[src/rtl/time_counter_pkg.sv]
// Shared digit limits, the packed HH:MM:SS type and the load sanitizer
// used by the timekeeping and time-edit stages.
package time_counter_pkg;

    localparam logic [3:0] SEC0_MAX       = 4'd9;
    localparam logic [3:0] SEC1_MAX       = 4'd5;
    localparam logic [3:0] MIN0_MAX       = 4'd9;
    localparam logic [3:0] MIN1_MAX       = 4'd5;
    localparam logic [3:0] HRS0_MAX       = 4'd9;
    localparam logic [3:0] HRS1_MAX       = 4'd2;
    localparam logic [3:0] HRS0_MAX_AT_20 = 4'd3;

    typedef struct packed {
        logic [3:0] hrs1;
        logic [3:0] hrs0;
        logic [3:0] min1;
        logic [3:0] min0;
        logic [3:0] sec1;
        logic [3:0] sec0;
    } bcd_time_t;

    // Out-of-range digits become 0; 24..29 clamps to 23.
    function automatic bcd_time_t sanitize(input bcd_time_t t);
        bcd_time_t s;
        s = t;
        if (s.sec0 > SEC0_MAX) s.sec0 = '0;
        if (s.sec1 > SEC1_MAX) s.sec1 = '0;
        if (s.min0 > MIN0_MAX) s.min0 = '0;
        if (s.min1 > MIN1_MAX) s.min1 = '0;
        if (s.hrs0 > HRS0_MAX) s.hrs0 = '0;
        if (s.hrs1 > HRS1_MAX) s.hrs1 = '0;
        if (s.hrs1 == HRS1_MAX && s.hrs0 > HRS0_MAX_AT_20)
            s.hrs0 = HRS0_MAX_AT_20;
        return s;
    endfunction

endpackage

[src/rtl/time_counter_if.sv]
// Bundle between the time-edit stage (master) and time_counter (slave).
// master drives set_mode/n_*; slave returns digits, sec_tick, day_wrap.
// ALARM_EN adds al_*/alarm_on (master) and alarm (slave).
interface time_counter_if;
    logic       set_mode;
    logic [3:0] n_sec0, n_sec1, n_min0, n_min1, n_hrs0, n_hrs1;
    logic [3:0] sec0, sec1, min0, min1, hrs0, hrs1;
    logic       sec_tick;
    logic       day_wrap;
`ifdef ALARM_EN
    logic [3:0] al_hrs1, al_hrs0, al_min1, al_min0;
    logic       alarm_on;
    logic       alarm;
`endif

    modport master (
        output set_mode, n_sec0, n_sec1, n_min0, n_min1, n_hrs0, n_hrs1,
`ifdef ALARM_EN
        output al_hrs1, al_hrs0, al_min1, al_min0, alarm_on,
        input  alarm,
`endif
        input  sec0, sec1, min0, min1, hrs0, hrs1, sec_tick, day_wrap
    );

    modport slave (
        input  set_mode, n_sec0, n_sec1, n_min0, n_min1, n_hrs0, n_hrs1,
`ifdef ALARM_EN
        input  al_hrs1, al_hrs0, al_min1, al_min0, alarm_on,
        output alarm,
`endif
        output sec0, sec1, min0, min1, hrs0, hrs1, sec_tick, day_wrap
    );
endinterface

[src/rtl/time_counter_bcd_digit.sv]
// One BCD digit counting 0..MAX with load and carry-out.
// Ports: clk, rst, load, load_val, inc in; q, carry (inc && q==MAX) out.
module bcd_digit #(
    parameter logic [3:0] MAX = 4'd9
) (
    input  logic       clk,
    input  logic       rst,
    input  logic       load,
    input  logic [3:0] load_val,
    input  logic       inc,
    output logic [3:0] q,
    output logic       carry
);
    assign carry = inc && (q == MAX);

    always_ff @(posedge clk) begin
        if (rst)       q <= '0;
        else if (load) q <= load_val;
        else if (inc)  q <= carry ? 4'd0 : q + 4'd1;
    end
endmodule

[src/rtl/time_counter.sv]
// HH:MM:SS BCD timekeeper with prescaler; loads edited digits in set mode.
// Ports: clk, rst (sync, active-high), tif (time_counter_if.slave).
// Optional macro ALARM_EN adds the HH:MM alarm.
module time_counter
    import time_counter_pkg::*;
#(
    parameter int CLK_HZ = 100_000_000,
    parameter int PRE_W  = 27
) (
    input  logic clk,
    input  logic rst,
    time_counter_if.slave tif
);
    localparam logic [PRE_W-1:0] PRE_TC = PRE_W'(CLK_HZ - 1);

    logic [PRE_W-1:0] pre;
    logic             tick;
    bcd_time_t        ld;
    logic [3:0]       s0, s1, m0, m1, hrs0, hrs1;
    logic [3:0]       h0n, h1n;
    logic             c0, c1, c2, c3, hr_wrap;

    // A load in the wrap cycle suppresses the tick.
    assign tick = !tif.set_mode && (pre == PRE_TC);

    assign ld = sanitize({tif.n_hrs1, tif.n_hrs0, tif.n_min1,
                          tif.n_min0, tif.n_sec1, tif.n_sec0});

    always_ff @(posedge clk) begin
        if (rst || tif.set_mode) pre <= '0;
        else if (tick)           pre <= '0;
        else                     pre <= pre + PRE_W'(1);
    end

    bcd_digit #(.MAX(SEC0_MAX)) u_sec0 (
        .clk(clk), .rst(rst), .load(tif.set_mode), .load_val(ld.sec0),
        .inc(tick), .q(s0), .carry(c0));
    bcd_digit #(.MAX(SEC1_MAX)) u_sec1 (
        .clk(clk), .rst(rst), .load(tif.set_mode), .load_val(ld.sec1),
        .inc(c0), .q(s1), .carry(c1));
    bcd_digit #(.MAX(MIN0_MAX)) u_min0 (
        .clk(clk), .rst(rst), .load(tif.set_mode), .load_val(ld.min0),
        .inc(c1), .q(m0), .carry(c2));
    bcd_digit #(.MAX(MIN1_MAX)) u_min1 (
        .clk(clk), .rst(rst), .load(tif.set_mode), .load_val(ld.min1),
        .inc(c2), .q(m1), .carry(c3));

    // Hours pair: ones limit depends on the tens digit, so 23 -> 00.
    assign hr_wrap = c3 && (hrs1 == HRS1_MAX) && (hrs0 == HRS0_MAX_AT_20);

    always_comb begin
        h1n = hrs1;
        h0n = hrs0;
        if (c3) begin
            if (hr_wrap) begin
                h1n = '0;
                h0n = '0;
            end else if (hrs0 == HRS0_MAX) begin
                h1n = hrs1 + 4'd1;
                h0n = '0;
            end else begin
                h0n = hrs0 + 4'd1;
            end
        end
    end

    always_ff @(posedge clk) begin
        if (rst) begin
            hrs1         <= '0;
            hrs0         <= '0;
            tif.sec_tick <= 1'b0;
            tif.day_wrap <= 1'b0;
        end else if (tif.set_mode) begin
            hrs1         <= ld.hrs1;
            hrs0         <= ld.hrs0;
            tif.sec_tick <= 1'b0;
            tif.day_wrap <= 1'b0;
        end else begin
            hrs1         <= h1n;
            hrs0         <= h0n;
            tif.sec_tick <= tick;
            tif.day_wrap <= hr_wrap;
        end
    end

    assign tif.sec0 = s0;
    assign tif.sec1 = s1;
    assign tif.min0 = m0;
    assign tif.min1 = m1;
    assign tif.hrs0 = hrs0;
    assign tif.hrs1 = hrs1;

`ifdef ALARM_EN
    logic [3:0] m0n, m1n;

    // Minute digits as they will be after this edge.
    assign m0n = c2 ? 4'd0 : (c1 ? m0 + 4'd1 : m0);
    assign m1n = c3 ? 4'd0 : (c2 ? m1 + 4'd1 : m1);

    // Re-evaluated on every minute rollover, so it lasts at most 60 s.
    always_ff @(posedge clk) begin
        if (rst || tif.set_mode || !tif.alarm_on)
            tif.alarm <= 1'b0;
        else if (c1)
            tif.alarm <= ({h1n, h0n, m1n, m0n} ==
                          {tif.al_hrs1, tif.al_hrs0,
                           tif.al_min1, tif.al_min0});
    end
`endif

endmodule

[src/flat_wrapper.sv]
// flat-port wrapper written by rule: the top's interface ports become plain ports
module time_counter_flat import time_counter_pkg::*;
#(
    parameter int CLK_HZ = 100_000_000,
    parameter int PRE_W  = 27
)
  (clk, rst, tif_set_mode, tif_n_sec0, tif_n_sec1, tif_n_min0, tif_n_min1, tif_n_hrs0, tif_n_hrs1, tif_sec0, tif_sec1, tif_min0, tif_min1, tif_hrs0, tif_hrs1, tif_sec_tick, tif_day_wrap);
  time_counter_if tif_i ();
  input  logic clk;
  input  logic rst;
  input wire logic [$bits(tif_i.set_mode)-1:0] tif_set_mode;
  input wire logic [$bits(tif_i.n_sec0)-1:0] tif_n_sec0;
  input wire logic [$bits(tif_i.n_sec1)-1:0] tif_n_sec1;
  input wire logic [$bits(tif_i.n_min0)-1:0] tif_n_min0;
  input wire logic [$bits(tif_i.n_min1)-1:0] tif_n_min1;
  input wire logic [$bits(tif_i.n_hrs0)-1:0] tif_n_hrs0;
  input wire logic [$bits(tif_i.n_hrs1)-1:0] tif_n_hrs1;
  output wire logic [$bits(tif_i.sec0)-1:0] tif_sec0;
  output wire logic [$bits(tif_i.sec1)-1:0] tif_sec1;
  output wire logic [$bits(tif_i.min0)-1:0] tif_min0;
  output wire logic [$bits(tif_i.min1)-1:0] tif_min1;
  output wire logic [$bits(tif_i.hrs0)-1:0] tif_hrs0;
  output wire logic [$bits(tif_i.hrs1)-1:0] tif_hrs1;
  output wire logic [$bits(tif_i.sec_tick)-1:0] tif_sec_tick;
  output wire logic [$bits(tif_i.day_wrap)-1:0] tif_day_wrap;
  assign tif_i.set_mode = tif_set_mode;
  assign tif_i.n_sec0 = tif_n_sec0;
  assign tif_i.n_sec1 = tif_n_sec1;
  assign tif_i.n_min0 = tif_n_min0;
  assign tif_i.n_min1 = tif_n_min1;
  assign tif_i.n_hrs0 = tif_n_hrs0;
  assign tif_i.n_hrs1 = tif_n_hrs1;
  assign tif_sec0 = tif_i.sec0;
  assign tif_sec1 = tif_i.sec1;
  assign tif_min0 = tif_i.min0;
  assign tif_min1 = tif_i.min1;
  assign tif_hrs0 = tif_i.hrs0;
  assign tif_hrs1 = tif_i.hrs1;
  assign tif_sec_tick = tif_i.sec_tick;
  assign tif_day_wrap = tif_i.day_wrap;
  time_counter #(.CLK_HZ(CLK_HZ), .PRE_W(PRE_W)) u_core (.clk(clk), .rst(rst), .tif(tif_i));
endmodule
[config.mk]
export PLATFORM = sky130hd
export DESIGN_NAME = time_counter_flat
export DESIGN_NICKNAME = d
export VERILOG_FILES = /design/src/rtl/time_counter_pkg.sv /design/src/rtl/time_counter_if.sv /design/src/rtl/time_counter_bcd_digit.sv /design/src/rtl/time_counter.sv /design/src/flat_wrapper.sv
export SDC_FILE = /design/constraint.sdc
export NUM_CORES = 1
export LEC_CHECK = 0
export BUFFER_PORTS_ARGS = -buffer_cell sky130_fd_sc_hd__buf_4
export CORE_ASPECT_RATIO = 1.1
export CORE_MARGIN = 2
export CORE_UTILIZATION = 59
export CTS_CLUSTER_DIAMETER = 60
export DETAILED_ROUTE_END_ITERATION = 6
export PLACE_DENSITY = 0.92
export SLEW_MARGIN = 15
export SYNTH_ARGS = -nofsm -noshare
export SYNTH_HDL_FRONTEND = slang
export SYNTH_SLANG_ARGS = --single-unit
[constraint.sdc]
create_clock -name clk -period 5.3 [get_ports clk]
set_input_delay 1.06 -clock clk [delete_from_list [all_inputs] [get_ports clk]]
set_output_delay 1.06 -clock clk [all_outputs]
set_load 0.02 [all_outputs]
==> impl_results.md, run 1 <==
* Ys Warns at 0
* Pre-CTS setup slack at 2390 ps
* Final hold vios at 0
* Post-synth net total at 408
* CP Capture Type: register
* Starting density of the core at 61.6%
* Antenna Cells at 0
* Synth unique cells at 59
* Row cnt at 27
* DR DRC count at 0
* # port buffers at 52
* Initial DRC count at 257
* Fmax at 361 MHz
* Actual slew at the worst max-slew pin at 1040 ps
* Synth area leader: dfxtp_1
* GRT overflow at 0
* Clock tree buffer depth at 2
* Vias in the first global route at 2886
* Reg-to-reg endpoint: u_core.u_min1.q[1]
* Nets at 455
* Share of post-route cells with drive strength above 1 at 18.3%
* Design area at 3650 sq um
* GPL Wtd Cong at 0.892
* Crit path launch: u_core.pre[0]
* Postcts setup bufs at 0
* Syn Area/Cell at 8.43 sq um
* CP arrival at 3010 ps
* Tmin final at 2770 ps
* Critical path endpoint: u_core.u_min1.q[1]
* Max-slew violations at 0
* Final setup fails at 0
* Clock sink count at 53
* Maximum vdd drop at 0.000156 V
* Pin count of the biggest net entering global routing at 26
* Status: finished, final reports clean
* Comb power frac at 9.3%
* Period Utilization, post-route at 52.3%
* CTS tree: built
* Internal reg-to-reg setup slack at 2530 ps
* Most used flip-flop cell after synthesis: dfxtp_1
* Switching Share at 23.4%
* RR Startpoint: u_core.pre[0]
* Die ar. at 5860 sq um
* Yosys top cell area share at 34.2%
* Post-detail-place hpwl at 5620 um
* Reg clk slew, reported paths at 100 ps
* Post-route ant nets at 0
* Root Driver: clkbuf_8
* Power per Cell Area at 224 nW/um^2
* Syn Inst Count at 368
* Sequential share of the synthesized area at 34.2%
* Die Ht at 80.1 um
* MaxCap Viol Count at 0
* Register bit total from synthesis at 53
* Layout Cells excl Fill at 474
* R2R cell count at 6
* Gr usage total at 27.7%
* Ranking of synthesized cells by instance count: dfxtp_1 (53), nor2_1 (45), nand3_1 (27)
* Async set-reset flop share out of synthesis at 0%
* Leakage power at 1.37 nW
* Worst EP required at 5540 ps
* Clk_lat worst skew at 310 ps
* Area growth, synth to finish at 17.5%
* EDFF count, synth at 0
* Drt pass-1 iters at 5
* Worst Slack Setup Final at 2530 ps
* Initial antenna violation count at 0
* Hold Buf Count CTS at 0
* P_sw at 0.191 mW
* Core area at 5030 sq um
* Resized Gates After CTS at 0
* WS Path Type: reg2reg
* Pwr Total at 0.818 mW
* Slew headroom at 29.8%
* HP Class: reg2reg
* TNS Setup at 0 ps
* Max H-tree Level at 2
* Sequential share of power at 50.8%
* RSZ-0062 raised after global routing: no
* Ports at 53
* Routed len/inst at 16.6 um
* CP Max Fanout at 13
* Wirelength, routed at 7880 um
* Die width at 73.1 um
* CTS Buf Count at 5
* Most common cell in the netlist: dfxtp_1
* Vias at 3066
* Clock Power Share at 39.9%
* Post-Syn Area at 3100 sq um
* First-pass GRT wire length at 13000 um
* Synth area leaders: dfxtp_1 (34%), xor2_1 (5.6%), nor2_1 (5.4%)
* Cells after DPL at 466
* Placed inst area at 3510 sq um
* Vias per cell at 6.47
* Total internal power at 0.627 mW
* Clock skew at 10.8 ps
* CP startpoint kind: register
==> layer usage <==
metal / GRT usage, % / vias up / routed length (um)
met1: 33.9 / 1445 / 3260
met2: 46.7 / 141 / 3880
li1: - / 1454 / -
met5: 0 / - / 0
met4: 12.8 / 0 / 249
met3: 4.77 / 26 / 488
==> power by group through the flow <==
stage	sequential [mW]	combinational [mW]	clock, mW
after CTS	0.415	0.0750	0.324
after global placement	0.424	0.0718	0
after global routing	0.417	0.0816	0.346
final	0.415	0.0758	0.327
after floorplan	0.429	0.0314	0
after detailed placement	0.424	0.0740	0
==> layout make-up <==
cell class,instances,area (sq um)
clock inverters,3,65.1
multi-input cells,291,1940
clock buffers,5,68.8
flip-flops and latches,53,1060
fillers,376,1390
inverters,12,45.0
well taps,58,72.6
repair buffers,52,390
==> registers in the layout, summed over array words and instances, names as in the netlist <==
signal / cells
u_core.tif.sec_tick: 1
u_core.u_sec0.q: 4
u_core.tif.hrs0: 4
u_core.tif.hrs1: 4
u_core.tif.day_wrap: 1
u_core.u_sec1.q: 4
u_core.pre: 27
u_core.u_min1.q: 4
u_core.u_min0.q: 4
==> critical path: stages (launching register included) <==
cell	delay, ps
dfxtp_1	390
ha_1	210
and4_1	260
and2_1	420
nand4_1	570
or4_1	670
a31oi_1	180
==> metrics by stage <==
stage	util [%]	hold WS, ps
2_1_floorplan	-	430
3_3_place_gp	69.8	447
3_5_place_dp	69.8	453
4_1_cts	72.4	476
5_1_grt	72.4	503
6_report	72.4	471
==> cell usage in the layout (no fill, tap or decap), types with 4 or more instances in the layout <==
cell type / n
nand3_1: 27
inv_1: 12
a311oi_1: 4
and2_1: 4
and3_1: 7
o21ai_0: 9
ha_1: 13
clkbuf_8: 5
or4_1: 8
nand2_1: 26
nand4_1: 15
xnor2_1: 5
nand3b_1: 9
a31oi_1: 9
nor3_1: 6
and4_1: 6
or3_1: 8
buf_4: 52
nor2_1: 45
dfxtp_1: 53
a21oi_1: 11
o211ai_1: 6
xor2_1: 20
==> worst min-delay path by stage <==
| stage | from | end | slack [ps] | depth (start not counted) |
|---|---|---|---|---|
| 2_1_floorplan | u_core.pre[0] | u_core.pre[0] | 430 | 1 |
| 3_3_place_gp | u_core.pre[0] | u_core.pre[0] | 450 | 1 |
| 3_5_place_dp | u_core.pre[0] | u_core.pre[0] | 450 | 1 |
| 4_1_cts | u_core.pre[0] | u_core.pre[0] | 480 | 1 |
| 5_1_grt | u_core.pre[0] | u_core.pre[0] | 500 | 1 |
| 6_report | u_core.pre[0] | u_core.pre[0] | 470 | 1 |
==> cell families (layout without fill, tap and decap cells) <==
kind of cell,Yosys count,in the layout,synth area share [%]
simple gates,196,196,37.5
compound gates,54,54,11.9
flops,53,53,34.2
xor+xnor,25,25,7.06
buf+inv,24,72,3.19
fa+ha+maj,13,13,5.24
mux,3,3,0.968
No activity file was read; power rests on OpenSTA's default activity.
==> inputs of run 2 (changes only) <==
--- a/config.mk
+++ b/config.mk
@@ -8,10 +8,10 @@
 export BUFFER_PORTS_ARGS = -buffer_cell sky130_fd_sc_hd__buf_4
 export CORE_ASPECT_RATIO = 1.1
 export CORE_MARGIN = 2
-export CORE_UTILIZATION = 59
+export CORE_UTILIZATION = 51
 export CTS_CLUSTER_DIAMETER = 60
 export DETAILED_ROUTE_END_ITERATION = 6
-export PLACE_DENSITY = 0.92
+export PLACE_DENSITY = 0.85
 export SLEW_MARGIN = 15
 export SYNTH_ARGS = -nofsm -noshare
 export SYNTH_HDL_FRONTEND = slang
==> constraint.sdc (replaced) <==
create_clock -name clk -period 2.4 [get_ports clk]
set_input_delay 0.48 -clock clk [delete_from_list [all_inputs] [get_ports clk]]
set_output_delay 0.48 -clock clk [all_outputs]
set_load 0.02 [all_outputs]
==> impl_results.md, run 2 (synthesis results as in run 1) <==
* GRT overflow at 0 (unchanged)
* Fillers at 517 (+38%)
* Vias in the first global route at 2872 (-0.49%)
* Antenna Cells at 0 (unchanged)
* Slew headroom at 58.5% (+29 points)
* Reg-to-reg endpoint: u_core.tif.hrs0[3]
* Initial DRC count at 215 (-16%)
* Cells on Worst Hold Path at 3 (+2)
* Actual slew at the worst max-slew pin at 620 ps (-424 ps)
* Max-slew violations at 0 (unchanged)
* CTS Buf Count at 5 (unchanged)
* Vias per cell at 6.05 (-6.5%)
* Area growth, synth to finish at 19.8%
* Period Utilization, post-route at 91.7% (+39 points)
* Design area at 3720 sq um (+2.0%)
* Hold Startpoint: tif_n_sec1[0]
* Hold Buf Count CTS at 0 (unchanged)
* Crit path launch: u_core.u_min0.q[0]
* Fmax at 454 MHz (+26%)
* RSZ-0062 raised after global routing: no
* WS Path Type: reg2reg
* Power per Cell Area at 460 nW/um^2 (+110%)
* Leakage power at 1.40 nW (+2.3%)
* Placed inst area at 3600 sq um (+2.6%)
* Core area at 5840 sq um (+16%)
* MaxCap Viol Count at 0 (unchanged)
* Final hold vios at 0 (unchanged)
* Post-detail-place hpwl at 5710 um (+1.5%)
* Vias at 3036 (-0.98%)
* Drt pass-1 iters at 4 (-1)
* Largest register FFs at 27 (unchanged)
* Most common cell after layout, fill and taps aside: buf_4
* Post-route ant nets at 0 (unchanged)
* DR DRC count at 0 (unchanged)
* Postcts setup bufs at 0 (unchanged)
* Most frequent cells in the layout: buf_4 (61), dfxtp_1 (53), nor2_1 (45), nand3_1 (27), nand2_1 (26)
* Final setup fails at 0 (unchanged)
* Ports at 53 (unchanged)
* Clock skew at 17.6 ps (+6.83 ps)
* GPL Wtd Cong at 0.873 (-2.1%)
* Root Driver: clkbuf_8
* Status: finished, final reports clean
* Nets at 464 (+2.0%)
* Internal reg-to-reg setup slack at 200 ps (-2330 ps)
* Resized Gates After CTS at 0 (unchanged)
* First-pass GRT wire length at 12800 um (-1.6%)
* RR Startpoint: u_core.u_min0.q[0]
* Initial antenna violation count at 0 (unchanged)
* CP startpoint kind: register
* Die ar. at 6720 sq um (+15%)
* Worst Slack Setup Final at 199 ps (-2330 ps)
* Worst Hold Margin at 393 ps (-78.2 ps)
* CP arrival at 2440 ps (-570 ps)
* Clock tree buffer depth at 2 (unchanged)
* Tmin final at 2200 ps (-570 ps)
* Clk_lat worst skew at 320 ps (about the same)
* Die width at 78.4 um (+7.1%)
* Hold EP: u_core.u_sec1.q[0]
* Reg clk slew, reported paths at 100 ps (about the same)
* CP Max Fanout at 10 (-3)
* Worst EP required at 2640 ps (-2900 ps)
* Starting density of the core at 53.1% (-8.5 points)
* CTS tree: built
* Gr usage total at 23.2% (-4.5 points)
* CP Capture Type: register
* Pin count of the biggest net entering global routing at 26 (unchanged)
* Clock sink count at 53 (unchanged)
* Wirelength, routed at 7700 um (-2.2%)
* Max H-tree Level at 2 (unchanged)
* Die Ht at 85.8 um (+7.2%)
* R2R cell count at 6 (unchanged)
* Util after Layout at 63.7% (-8.8 points)
* Pre-CTS setup slack at 222 ps (-2170 ps)
* Routed len/inst at 15.3 um (-7.7%)
* Maximum vdd drop at 0.000354 V (+130%)
* Largest Register: u_core.pre
* Share of post-route cells with drive strength above 1 at 20.0% (+1.7 points)
* HP Class: in2reg
* # port buffers at 52 (unchanged)
* Row cnt at 29 (+7.4%)
* TNS Setup at 0 ps (unchanged)
run 2: changes by cell type in the layout (fill, tap and decap cells not counted), sizes merged:
| cell | previous run | this run |
|---|---|---|
| buf | 52 | 61 |
| bufinv | 2 | 1 |
| clkinvlp | 0 | 1 |
run 2: worst max path at each step:
stage                               to  cells after the start  slack (ps)
finish              u_core.tif.hrs0[3]                      6         200
global route        u_core.tif.hrs0[3]                      6          40
CTS                 u_core.tif.hrs0[3]                      6         180
detailed placement  u_core.tif.hrs0[3]                      6         220
global placement    u_core.tif.hrs1[3]                      6         320
floorplan           u_core.tif.hrs1[3]                      6         290
run 2: metal layers:
| layer | part of all wire (%) | up-vias | track usage [%] |
|---|---|---|---|
| met2 | 50 | 83 | 41.8 |
| met1 | 44 | 1469 | 27.7 |
| li1 | - | 1469 | - |
| met5 | 0 | - | 0 |
| met3 | 3.9 | 15 | 4.00 |
| met4 | 1.6 | 0 | 7.97 |
run 2: stage by stage:
step	total power [mW]	instances
final	1.71	502
after global placement	1.10	494
after floorplan	1.02	368
after global routing	1.78	502
after detailed placement	1.11	494
after CTS	1.72	502
run 2: area by class of cell:
class	count	area, sq um	area share, %
clock buffer	5	68.8	1.85
tap	77	96.3	2.59
sequential	53	1060	28.5
clock inverter	3	46.3	1.24
multi-input combinational	291	1940	52.3
inverter	12	45.0	1.21
timing repair buffer	61	458	12.3
run 2: worst max-delay path, stage by stage, from the launching register on:
cell and delay (ps):
dfxtp_1 460, ha_1 210, and3b_1 270, and4_1 350, nand3_4 160, or4_1 490
a31oi_1 180
run 2: power by group:
| part | internal [mW] | switching [mW] | total [mW] |
|---|---|---|---|
| logic | 0.0789 | 0.0916 | 0.171 |
| registers | 0.894 | 0.0217 | 0.916 |
| clock network | 0.313 | 0.312 | 0.624 |
